$ cat src/rtl/inst_buffer_ctrl.sv
// rtl/inst_buffer_ctrl.sv - pointer/occupancy/flush controller for the decode-to-dispatch instruction buffer
//
// Purpose: decides which decoded slots are written (at compacted addresses),
// whether a DISPATCH_W group is read from the head, and when to back-pressure
// fetch. Owns head/tail pointers and the occupancy count; the SRAM is external.
//
// Ports:
//   clk, reset            clock; synchronous active-low reset
//   flush_i               discard all buffered instructions
//   stall_i               downstream cannot take a group
//   decodeReady_i         decode packet valid
//   decodedVector_i       per-slot valid bits of the packet
//   writeEnable_o         per-slot SRAM write enable
//   writeAddr_o           slot i address at [i*DEPTH_LOG +: DEPTH_LOG]
//   readAddr_o            read address k = head + k
//   dispatch_o            a group is consumed this cycle
//   instBufferReady_o     RUN and at least one full group buffered
//   stallFetch_o          not enough room for a full packet
//   instCount_o           occupancy
//   state_o               0=RUN, 1=FLUSH, 2=REFILL
//   peakCount_o           (INSTBUF_OCC_STATS_EN) max occupancy since reset/flush
//   fetchStallCycles_o    (INSTBUF_OCC_STATS_EN) saturating fetch-stall cycle count
//
// Optional feature macro: INSTBUF_OCC_STATS_EN

module inst_buffer_ctrl #(
  parameter int DEPTH      = 32,
  parameter int DEPTH_LOG  = 5,
  parameter int FETCH_W    = 8,
  parameter int DISPATCH_W = 4
) (
  input  logic                            clk,
  input  logic                            reset,
  input  logic                            flush_i,
  input  logic                            stall_i,
  input  logic                            decodeReady_i,
  input  logic [FETCH_W-1:0]              decodedVector_i,
  output logic [FETCH_W-1:0]              writeEnable_o,
  output logic [FETCH_W*DEPTH_LOG-1:0]    writeAddr_o,
  output logic [DISPATCH_W*DEPTH_LOG-1:0] readAddr_o,
  output logic                            dispatch_o,
  output logic                            instBufferReady_o,
  output logic                            stallFetch_o,
  output logic [DEPTH_LOG:0]              instCount_o,
  output logic [1:0]                      state_o
`ifdef INSTBUF_OCC_STATS_EN
  ,
  output logic [DEPTH_LOG:0]              peakCount_o,
  output logic [31:0]                     fetchStallCycles_o
`endif
);

  typedef enum logic [1:0] {
    S_RUN    = 2'd0,
    S_FLUSH  = 2'd1,
    S_REFILL = 2'd2
  } state_t;

  localparam logic [DEPTH_LOG:0]   DW_C     = (DEPTH_LOG+1)'(DISPATCH_W);
  localparam logic [DEPTH_LOG:0]   STALL_TH = (DEPTH_LOG+1)'(DEPTH - FETCH_W);
  localparam logic [DEPTH_LOG-1:0] DW_PTR   = DEPTH_LOG'(DISPATCH_W);

  state_t                 state_q;
  logic [DEPTH_LOG-1:0]   head_q, head_d;
  logic [DEPTH_LOG-1:0]   tail_q, tail_d;
  logic [DEPTH_LOG:0]     count_q, count_d;
  logic [DEPTH_LOG:0]     prefix;
  logic [DEPTH_LOG:0]     nwr;
  logic                   accept;

  assign stallFetch_o      = (count_q > STALL_TH);
  assign instBufferReady_o = (state_q == S_RUN) && (count_q >= DW_C);
  assign instCount_o       = count_q;
  assign state_o           = state_q;

  // Reset is folded into the enables so nothing is written or consumed
  // on the edge that reinitialises the pointers.
  assign accept     = reset & decodeReady_i & ~stallFetch_o & (state_q != S_FLUSH) & ~flush_i;
  assign dispatch_o = reset & ~stall_i & (state_q == S_RUN) & (count_q >= DW_C) & ~flush_i;

  // Each slot lands at tail + number of valid slots below it, so sparse
  // packets pack densely into the ring.
  always_comb begin
    writeEnable_o = '0;
    writeAddr_o   = '0;
    prefix        = '0;
    for (int i = 0; i < FETCH_W; i++) begin
      writeEnable_o[i]                       = accept & decodedVector_i[i];
      writeAddr_o[i*DEPTH_LOG +: DEPTH_LOG]  = tail_q + prefix[DEPTH_LOG-1:0];
      prefix                                 = prefix + {{DEPTH_LOG{1'b0}}, decodedVector_i[i]};
    end
    nwr = accept ? prefix : '0;
  end

  always_comb begin
    readAddr_o = '0;
    for (int k = 0; k < DISPATCH_W; k++) begin
      readAddr_o[k*DEPTH_LOG +: DEPTH_LOG] = head_q + DEPTH_LOG'(k);
    end
  end

  always_comb begin
    tail_d  = tail_q + nwr[DEPTH_LOG-1:0];
    head_d  = dispatch_o ? (head_q + DW_PTR) : head_q;
    count_d = count_q + nwr - (dispatch_o ? DW_C : '0);
  end

  always_ff @(posedge clk) begin
    if (!reset) begin
      head_q  <= '0;
      tail_q  <= '0;
      count_q <= '0;
      state_q <= S_RUN;
    end else if (flush_i) begin
      head_q  <= '0;
      tail_q  <= '0;
      count_q <= '0;
      state_q <= S_FLUSH;
    end else begin
      head_q  <= head_d;
      tail_q  <= tail_d;
      count_q <= count_d;
      case (state_q)
        S_RUN:    state_q <= S_RUN;
        S_FLUSH:  state_q <= S_REFILL;
        S_REFILL: state_q <= (count_d >= DW_C) ? S_RUN : S_REFILL;
        default:  state_q <= S_RUN;
      endcase
    end
  end

`ifdef INSTBUF_OCC_STATS_EN
  logic [DEPTH_LOG:0] peak_q;
  logic [31:0]        fstall_q;

  assign peakCount_o        = peak_q;
  assign fetchStallCycles_o = fstall_q;

  always_ff @(posedge clk) begin
    if (!reset) begin
      peak_q   <= '0;
      fstall_q <= '0;
    end else begin
      if (flush_i) begin
        peak_q <= '0;
      end else if (count_d > peak_q) begin
        peak_q <= count_d;
      end
      // Not cleared by flush: this is a long-running performance counter.
      if (stallFetch_o && decodeReady_i && (fstall_q != 32'hFFFF_FFFF)) begin
        fstall_q <= fstall_q + 32'd1;
      end
    end
  end
`endif

endmodule
$ cat config.mk
export PLATFORM = sky130hd
export DESIGN_NAME = inst_buffer_ctrl
export DESIGN_NICKNAME = d
export VERILOG_FILES = /design/src/rtl/inst_buffer_ctrl.sv
export SDC_FILE = /design/constraint.sdc
export NUM_CORES = 1
export LEC_CHECK = 0
export ABC_AREA = 1
export BUFFER_PORTS_ARGS = -buffer_cell sky130_fd_sc_hd__buf_2
export CORE_MARGIN = 10
export CORE_UTILIZATION = 45
export CTS_BUF_LIST = sky130_fd_sc_hd__clkbuf_16
export CTS_CLUSTER_DIAMETER = 100
export DETAILED_ROUTE_END_ITERATION = 16
export MAX_ROUTING_LAYER = met4
export PLACE_DENSITY = 0.76
export SYNTH_ARGS = -nofsm -noshare
export SYNTH_HDL_FRONTEND = slang
export SYNTH_SLANG_ARGS = --single-unit
$ cat constraint.sdc
create_clock -name clk -period 7.6 [get_ports clk]
set_input_delay 2.28 -clock clk [delete_from_list [all_inputs] [get_ports clk]]
set_output_delay 2.28 -clock clk [all_outputs]
set_load 0.005 [all_outputs]
==> reports/metrics.cfg, run 1 <==
[status]
status = finished, final reports clean

[clocking]
cts_hold_buf = 0
clk_latency_ns = 0.25
htreeDepth = 1
clockBufferDepth = 2
cts-root-buf = clkbuf_16
path_clk_slew_ns = 0.05
clkSinkCount = 16
cts_made_buffers = 3
cts_tree = done

[worst_setup_path]
critPathMaxFanout = 3
cpMaxStageDelayCell = fa_2
worstPathArrival_ns = 5.26
required_ns = 5.32
slowest_delay_ns = 0.65
crit_family = adder cells
end_kind = primary output
crit_chain = buf_2 > fa_2 > ha_4 > ha_4 > ha_4 > ha_4 > buf_4 > nand2_2 > nand3b_1 > nand2_2 > nand2_4 > inv_2 > ha_4 > a21oi_2 > xor2_1 > buf_2
path_class = in -> out
crit_path_frequent_cell = ha_4
worstSetupStartpointType = primary input
cp_num_buf_inv = 4

[place]
place_area_um2 = 3206
post-place-ws_ns = -0.1843
hpwlAfterDp_um = 6051
io_buffers = 83
gp_congestion = 0.8601

[logic_synthesis]
synth_warnings = 0
yosys.area.top_type = ha_1
synthesis.area_um2 = 2670
synth_top_area_share_pct = 23.90
synth.avg_cell_area_um2 = 7.607
synth_cell_type_count = 33
synth_seq_cells = 16
ys_seq_area_share_pct = 12.00
synth_area_leaders = ha_1 24%, dfxtp_1 12%, inv_1 9.1%
netlist_instances = 351

[routing]
drt_iter0_markers = 56
wl_um = 7410
drc_errors = 0
viasPerCell = 4.863
antenna_left = 0
detail_route.first_pass.iterations = 5
num_vias = 2514
wire_per_inst_um = 14.33

[pwr]
vdd_drop_max_mv = 0.1988
power_density_nw_per_um2 = 186.4
power_frac_seq_pct = 16.9
p_int_mw = 0.3559
p_clk_share_pct = 16.2
p_leak_nw = 2.013
switching_power_mw = 0.2820
switching_share_pct = 44.21
pwr-share-comb_pct = 66.9

[floorplanning]
initial_utilization_pct = 47.33
die_w_um = 97.03
io_pins = 92
rows = 27
die_h_um = 97.03
die_area_um2 = 9415
core_um2 = 5642

[timing]
final.setup.worst_slack_ns = 0.06497
finalSetupViolCount = 0
fmax_mhz = 132.7
max-slew-margin-rel_pct = 44.39
finalSetupTns_ns = 0
tightest_slew_ns = 0.8330
maxSlewViolCount = 0
timing.final.crit_period_ns = 7.535
finalHoldViolCount = 0
fin_skew_ns = 0.003805
timing.hold.ws_ns = 0.4921
fin_crit_sh_pct = 99.15

[layout]
drive_gt1_share_pct = 36.85
area_growth_pct = 28.21
antenna_cells = 0
nNetsFinal = 519
nFillCells = 501
fin_area_um2 = 3423

[global_routing]
overflow = 0
grt_pass1_wl_um = 12000
grt_pass1_vias = 2547
track_usage_pct = 15.14
antenna_found_initial = 0
grt_max_degree = 17

[job]
maxCapViolations = 0

[hold_path]
hp-class = reg -> reg

==> cell type report <==
| class | instances | area [µm²] | share of cell area [%] |
|---|---|---|---|
| Multi-Input combinational cell | 249 | 2095 | 61.18 |
| Timing Repair Buffer | 103 | 565.5 | 16.52 |
| Sequential cell | 16 | 320.3 | 9.357 |
| Inverter | 73 | 274.0 | 8.004 |
| Tap cell | 72 | 90.09 | 2.632 |
| Clock buffer | 3 | 75.07 | 2.193 |
| Clock inverter | 1 | 3.754 | 0.1096 |
==> path summary, 6_finish.rpt <==
kind	slack (ns)	endpoint	start	cells past startpoint
setup / recovery	0.06	writeAddr_o[39]	decodedVector_i[0]	16
hold / removal	0.49	head_q[4]	head_q[4]	2
setup reg to reg	3.89	state_o[1]	state_o[1]	19
hold reg to reg	0.49	head_q[4]	head_q[4]	2
==> power groups by stage <==
stage          Clock [mW]  Combinational, mW  Sequential, mW
3_5_place_dp            0              0.390           0.108
3_3_place_gp            0              0.377           0.108
2_1_floorplan           0              0.258           0.107
4_1_cts             0.105              0.410           0.107
6_report            0.103              0.427           0.108
5_1_grt             0.108              0.481           0.109
==> cell usage in the layout (no fill, tap or decap), types with 2 or more instances in the layout <==
| cell type | count |
|---|---|
| a21oi_1 | 14 |
| a21oi_2 | 2 |
| buf_2 | 83 |
| buf_4 | 20 |
| clkbuf_16 | 3 |
| conb_1 | 8 |
| dfxtp_1 | 16 |
| fa_1 | 7 |
| fa_2 | 2 |
| ha_1 | 41 |
| ha_4 | 9 |
| inv_1 | 64 |
| inv_2 | 9 |
| nand2_1 | 37 |
| nand2_2 | 13 |
| nand2_4 | 5 |
| nand3_1 | 19 |
| nand3_2 | 5 |
| nand3_4 | 3 |
| nand3b_1 | 2 |
| nor2_1 | 30 |
| nor2_2 | 3 |
| nor3_1 | 4 |
| o21ai_0 | 5 |
| xnor2_1 | 3 |
| xor2_1 | 26 |
==> timing repair <==
| item | CTS | global route |
|---|---|---|
| pin swaps | 6 | 7 |
| endpoints found under the setup margin | 2 | 3 |
| setup buffers | 0 | 1 |
| gates resized for setup | 10 | 10 |
==> synth_stat cells <==
cell / count
nand4_1: 1
nor4_4: 1
nor2_1: 30
a21oi_2: 1
nand3b_1: 2
ha_1: 51
dfxtp_1: 16
inv_2: 8
xor2_1: 26
inv_1: 65
o21ai_2: 1
nand2_2: 11
nand2_4: 5
nand3_1: 19
nand3_2: 5
o21bai_2: 1
nor3_1: 4
nand2_1: 39
nor2_8: 1
xnor2_1: 3
and2_1: 1
buf_4: 17
o21ai_0: 5
o21a_1: 1
o21bai_1: 1
fa_1: 9
clkbuf_1: 2
conb_1: 2
a21oi_1: 15
nand3_4: 3
nor2_2: 3
o221ai_1: 1
o21bai_4: 1
==> metal layers <==
layer / global-route usage [%] / share of wire, % / vias up
li1: - / - / 1260
met1: 15.55 / 40 / 1171
met2: 29.70 / 54 / 60
met3: 1.419 / 2.8 / 23
met4: 3.720 / 2.8 / 0
met5: - / 0 / -
==> flip-flops by register name, indices dropped and copies added, names as in the netlist <==
name         count
head_q           3
state_o          2
tail_q           5
instCount_o      6
==> worst reg2reg max path, stage by stage, from the launching register on <==
cell and delay (ns):
dfxtp_1 0.34, inv_1 0.07, ha_1 0.22, nor4_4 0.45
inv_2 0.20, nor3_1 0.32, inv_1 0.09, fa_1 0.49
inv_1 0.05, ha_1 0.33, nand2_1 0.08, nand2_1 0.08
nand2_1 0.07, nand2_1 0.06, a21oi_1 0.16, xor2_1 0.21
nand4_1 0.12, nand2_1 0.14, nand2_1 0.07, a21oi_2 0.11
==> through the flow <==
step	util, %	instances	power, mW
floorplan	-	357	0.3648
global placement	56.82	512	0.4855
detailed placement	56.82	512	0.4988
CTS	59.35	516	0.6219
global route	60.68	517	0.6978
finish	60.68	517	0.6380
==> logic make-up after synthesis <==
kind of cell               count (synthesis)  synth area share [%]
adders and majority gates                 60                 30.65
other                                      2                0.2813
DFF                                       16                 12.00
buffers and inverters                     92                 15.32
and+or+nand+nor                          125                 25.82
AOI/OAI and AO/OA                         27                 6.420
xor gates and xnor gates                  29                 9.513
(Power assumes the default switching activity.)
==> run 2, diff against run 1 <==
RECOVER_POWER = 25   (was unset)
==> reports/metrics.cfg, run 2 (synthesized netlist as in run 1, its figures left out) <==
[status]
status = finished, final reports clean

[timing]
finalSetupViolCount = 0
fin_crit_sh_pct = 99.15
fmax_mhz = 132.7
tightest_slew_ns = 0.8322
timing.final.crit_period_ns = 7.535
fin_skew_ns = 0.003531
maxSlewViolCount = 0
max-slew-margin-rel_pct = 44.44
finalHoldViolCount = 0
finalSetupTns_ns = 0

[pwr]
power_density_nw_per_um2 = 186.7
p_clk_share_pct = 16.2
p_leak_nw = 1.933
power_frac_seq_pct = 17.1
p_int_mw = 0.3529
pwr-share-comb_pct = 66.7
vdd_drop_max_mv = 0.1945
switching_power_mw = 0.2819
switching_share_pct = 44.41

[routing]
wire_per_inst_um = 14.30
top_layer = met4
num_vias = 2510
drc_errors = 0
antenna_left = 0
drt_iter0_markers = 54
detail_route.first_pass.iterations = 4
viasPerCell = 4.855
wl_met2_um = 4014
met1Wirelength_um = 2993
wl_met3_um = 179
wl_um = 7392

[global_routing]
grt_max_degree = 17
grt_pass1_wl_um = 12000
track_usage_pct = 15.14
grt_pass1_vias = 2547
antenna_found_initial = 0
overflow = 0

[hold_path]
hp-class = reg -> reg
hold_start = head_q[4]

[clocking]
htreeDepth = 1
cts_hold_buf = 0
clockBufferDepth = 2
cts_made_buffers = 3
path_clk_slew_ns = 0.05
clkSinkCount = 16
clk_latency_ns = 0.25
cts_tree = done
cts-root-buf = clkbuf_16

[worst_setup_path]
slowest_delay_ns = 0.65
worstSetupStartpointType = primary input
worstPathArrival_ns = 5.26
cp-endpoint = writeAddr_o[39]
timing.rr.start = state_o[1]
cpMaxStageDelayCell = fa_2
end_kind = primary output
startpoint = decodedVector_i[0]
crit_chain = buf_2 > fa_2 > ha_4 > ha_4 > ha_4 > ha_4 > buf_4 > nand2_2 > nand3b_1 > nand2_2 > nand2_4 > inv_2 > ha_4 > a21oi_2 > xor2_1 > buf_2
required_ns = 5.32
r2r-end = state_o[1]
r2r_setup_slack_ns = 3.88
path_class = in -> out
crit_path_frequent_cell = ha_4
critPathMaxFanout = 3
ff2ff_path_depth = 19

[floorplanning]
initial_utilization_pct = 47.33
core_um2 = 5642
io_pins = 92
die_w_um = 97.03
rows = 27
die_h_um = 97.03
die_area_um2 = 9415

[layout]
antenna_cells = 0
nNetsFinal = 519
nFillCells = 505
largest_reg_flops = 6
layout_common_cells = 64 x inv_1, 64 x buf_2, 41 x ha_1
stdcell_count = 517
drive_gt1_share_pct = 32.58
area_growth_pct = 27.32
fin_area_um2 = 3400

[place]
place_area_um2 = 3206
hpwlAfterDp_um = 6051
io_buffers = 83
gp_congestion = 0.8601
dp.cells = 512

[job]
maxCapViolations = 0

run 2: cell count changes in the layout (fill, tap and decap cells not counted), sizes merged:
cell and change:
clkbuf +17, buf -17
run 2: timing repair:
item                                    CTS  global route
pin swaps                                 6             7
resized for setup                        10            10
buffers inserted                          0             1
endpoints found under the setup margin    2             3
run 2: through the flow:
step | power [mW] | utilization (%) | setup WS, ns | hold slack, ns
after global placement | 0.4855 | 56.82 | -0.06896 | 0.4746
final | 0.6347 | 60.26 | 0.06480 | 0.5024
after floorplan | 0.3648 | - | 0.1006 | 0.4865
after detailed placement | 0.4988 | 56.82 | -0.1843 | 0.4834
after global routing | 0.6951 | 60.26 | -0.008816 | 0.5226
after CTS | 0.6219 | 59.35 | 0.01509 | 0.4912
run 2: cell type report:
class / count / area [µm²] / area share, %
Clock inverter: 1 / 3.754 / 0.1104
Multi-Input combinational cell: 249 / 2095 / 61.61
Inverter: 73 / 274.0 / 8.060
Timing Repair Buffer: 103 / 541.8 / 15.94
Sequential cell: 16 / 320.3 / 9.422
Tap cell: 72 / 90.09 / 2.650
Clock buffer: 3 / 75.07 / 2.208
run 2: power groups by stage:
stage / combinational [mW] / clock, mW / sequential, mW
after floorplan: 0.258 / 0 / 0.107
after global placement: 0.377 / 0 / 0.108
after CTS: 0.410 / 0.105 / 0.107
final: 0.424 / 0.103 / 0.108
after detailed placement: 0.390 / 0 / 0.108
after global routing: 0.478 / 0.108 / 0.110
run 2: how the worst min path moves through the flow:
stage | end | cells after the start
after CTS | head_q[4] | 2
after floorplan | head_q[4] | 2
after global routing | head_q[4] | 2
final | head_q[4] | 2
after global placement | head_q[4] | 2
after detailed placement | head_q[4] | 2
run 2: worst max-delay path: cells and delay by family:
family,cells,cell delay [ns]
fa+ha+maj,6,1.79
buf+inv,4,0.46
simple gates,4,0.44
xor+xnor,1,0.15
compound gates,1,0.14
run 2: per-layer routing:
metal	vias up	global-route usage, %
met3	21	1.419
met5	-	-
met2	52	29.70
met4	0	3.720
li1	1261	-
met1	1176	15.55
==> run 3, diff against run 2 <==
==> constraint.sdc (replaced) <==
create_clock -name clk -period 7.6 [get_ports clk]
set_input_delay 0 -clock clk [delete_from_list [all_inputs] [get_ports clk]]
set_output_delay 0 -clock clk [all_outputs]
set_load 0.005 [all_outputs]
==> reports/metrics.cfg, run 3 (synthesized netlist as in run 1, its figures left out) <==
[layout]
post-route-util_pct = 55.33
layout_common_cells = 65 x inv_1, 62 x buf_2, 51 x ha_1
final_common_cell = inv_1
nFillCells = 556
largest_reg_flops = 6
area_growth_pct = 16.92
fin_area_um2 = 3122
drive_gt1_share_pct = 24.94
antenna_cells = 0
nNetsFinal = 500

[clocking]
cts_made_buffers = 3
cts_setup_buffers = 0
clk_latency_ns = 0.24
path_clk_slew_ns = 0.05
clkSinkCount = 16
clockBufferDepth = 2
htreeDepth = 1
cts_hold_buf = 1
cts_resized = 0
cts-root-buf = clkbuf_16
cts_tree = done

[global_routing]
overflow = 0
antenna_found_initial = 0
grt_pass1_wl_um = 11120
grt_max_degree = 17
track_usage_pct = 13.99
grt_pass1_vias = 2320

[timing]
finalSetupTns_ns = 0
final.setup.worst_slack_ns = 2.860
tightest_slew_ns = 0.7910
rsz0062_at_grt = false
finalSetupViolCount = 0
finalHoldViolCount = 0
fin_skew_ns = 0.002259
maxSlewViolCount = 0
timing.final.crit_period_ns = 4.740
max-slew-margin-rel_pct = 47.19
fin_crit_sh_pct = 62.37
fmax_mhz = 211.0

[pwr]
p_clk_share_pct = 17.7
pwr-share-comb_pct = 63.2
power_density_nw_per_um2 = 180.5
switching_power_mw = 0.2559
switching_share_pct = 45.42
p_leak_nw = 1.834
p_int_mw = 0.3075
vdd_drop_max_mv = 0.1738
power_frac_seq_pct = 19.1

[worst_setup_path]
ff2ff_path_depth = 19
r2r_setup_slack_ns = 3.92
worstPathArrival_ns = 4.92
path_class = in -> reg
timing.rr.start = state_o[1]
end_kind = flop
worstSetupStartpointType = primary input
r2r-end = state_o[1]
required_ns = 7.78
critPathMaxFanout = 4

[routing]
detail_route.first_pass.iterations = 5
wl_um = 6744
antenna_left = 0
viasPerCell = 4.728
drc_errors = 0
wire_per_inst_um = 13.57
num_vias = 2350
drt_iter0_markers = 88

[hold_path]
hold_start = flush_i
hp-class = in -> reg
min_to = state_o[0]
whs_path_depth = 3

[place]
gp_congestion = 0.8719
place_area_um2 = 3063
post-place-ws_ns = 2.604
hpwlAfterDp_um = 5820
io_buffers = 83

[floorplanning]
core_um2 = 5642
die_h_um = 97.03
die_w_um = 97.03
rows = 27
io_pins = 92
initial_utilization_pct = 47.33
die_area_um2 = 9415

[status]
status = finished, final reports clean

[job]
maxCapViolations = 0

==> run 3: changes by cell type in the layout (fill, tap and decap cells not counted), moves of 4 or more <==
cell	change
ha_1	+10
buf_4	-20
ha_4	-9
clkbuf_1	+4
==> run 3: through the flow <==
stage | instances | power [mW] | hold WS [ns]
finish | 497 | 0.5633 | 0.02848
global route | 497 | 0.6236 | 0.03444
detailed placement | 493 | 0.4658 | 0.2009
CTS | 497 | 0.5711 | 0.02859
floorplan | 357 | 0.3648 | 0.07071
global placement | 493 | 0.4555 | 0.1975
==> run 3: layer usage <==
| metal | vias to the layer above | track usage (%) | share of wire, % |
|---|---|---|---|
| li1 | 1229 | - | - |
| met1 | 1075 | 15.68 | 42 |
| met2 | 37 | 25.92 | 54 |
| met3 | 9 | 1.490 | 2.6 |
| met4 | 0 | 2.931 | 1.3 |
| met5 | - | - | 0 |
==> run 3: power groups by stage <==
stage          clock, mW  sequential [mW]  combinational [mW]
6_report          0.0999            0.108               0.356
5_1_grt            0.105            0.110               0.409
4_1_cts            0.102            0.107               0.362
3_5_place_dp           0            0.109               0.357
3_3_place_gp           0            0.108               0.348
2_1_floorplan          0            0.107               0.258
==> run 3: worst max path at each step <==
| stage | start | end | slack (ns) | depth (start not counted) |
|---|---|---|---|---|
| finish | decodedVector_i[0] | state_o[1] | 2.86 | 26 |
| global route | decodedVector_i[0] | state_o[1] | 2.45 | 26 |
| CTS | decodedVector_i[0] | state_o[1] | 2.82 | 26 |
| detailed placement | decodedVector_i[0] | state_o[1] | 2.60 | 26 |
| global placement | decodedVector_i[0] | state_o[1] | 2.75 | 26 |
| floorplan | decodedVector_i[0] | state_o[1] | 3.11 | 24 |
==> run 3: critical path, stage by stage <==
cell and delay, ns:
buf_2 0.13, fa_1 0.61, ha_1 0.20, nand2_1 0.07, and2_1 0.21, ha_1 0.37, ha_1 0.39, ha_1 0.38
ha_1 0.24, nand2_2 0.09, inv_2 0.04, nor3_1 0.22, inv_1 0.09, fa_1 0.48, inv_1 0.04, ha_1 0.33
nand2_1 0.08, nand2_1 0.08, nand2_1 0.06, nand2_1 0.04, a21oi_1 0.15, xor2_1 0.19, nand4_1 0.11, nand2_1 0.13
nand2_1 0.08, a21oi_2 0.10
==> run 3: layout make-up <==
cell class	count	area (µm²)	share of cell area, %
Multi-Input combinational cell	249	1963	62.89
Inverter	73	274.0	8.778
Timing Repair Buffer	84	399.1	12.79
Sequential cell	16	320.3	10.26
Clock buffer	3	75.07	2.405
Tap cell	72	90.09	2.886
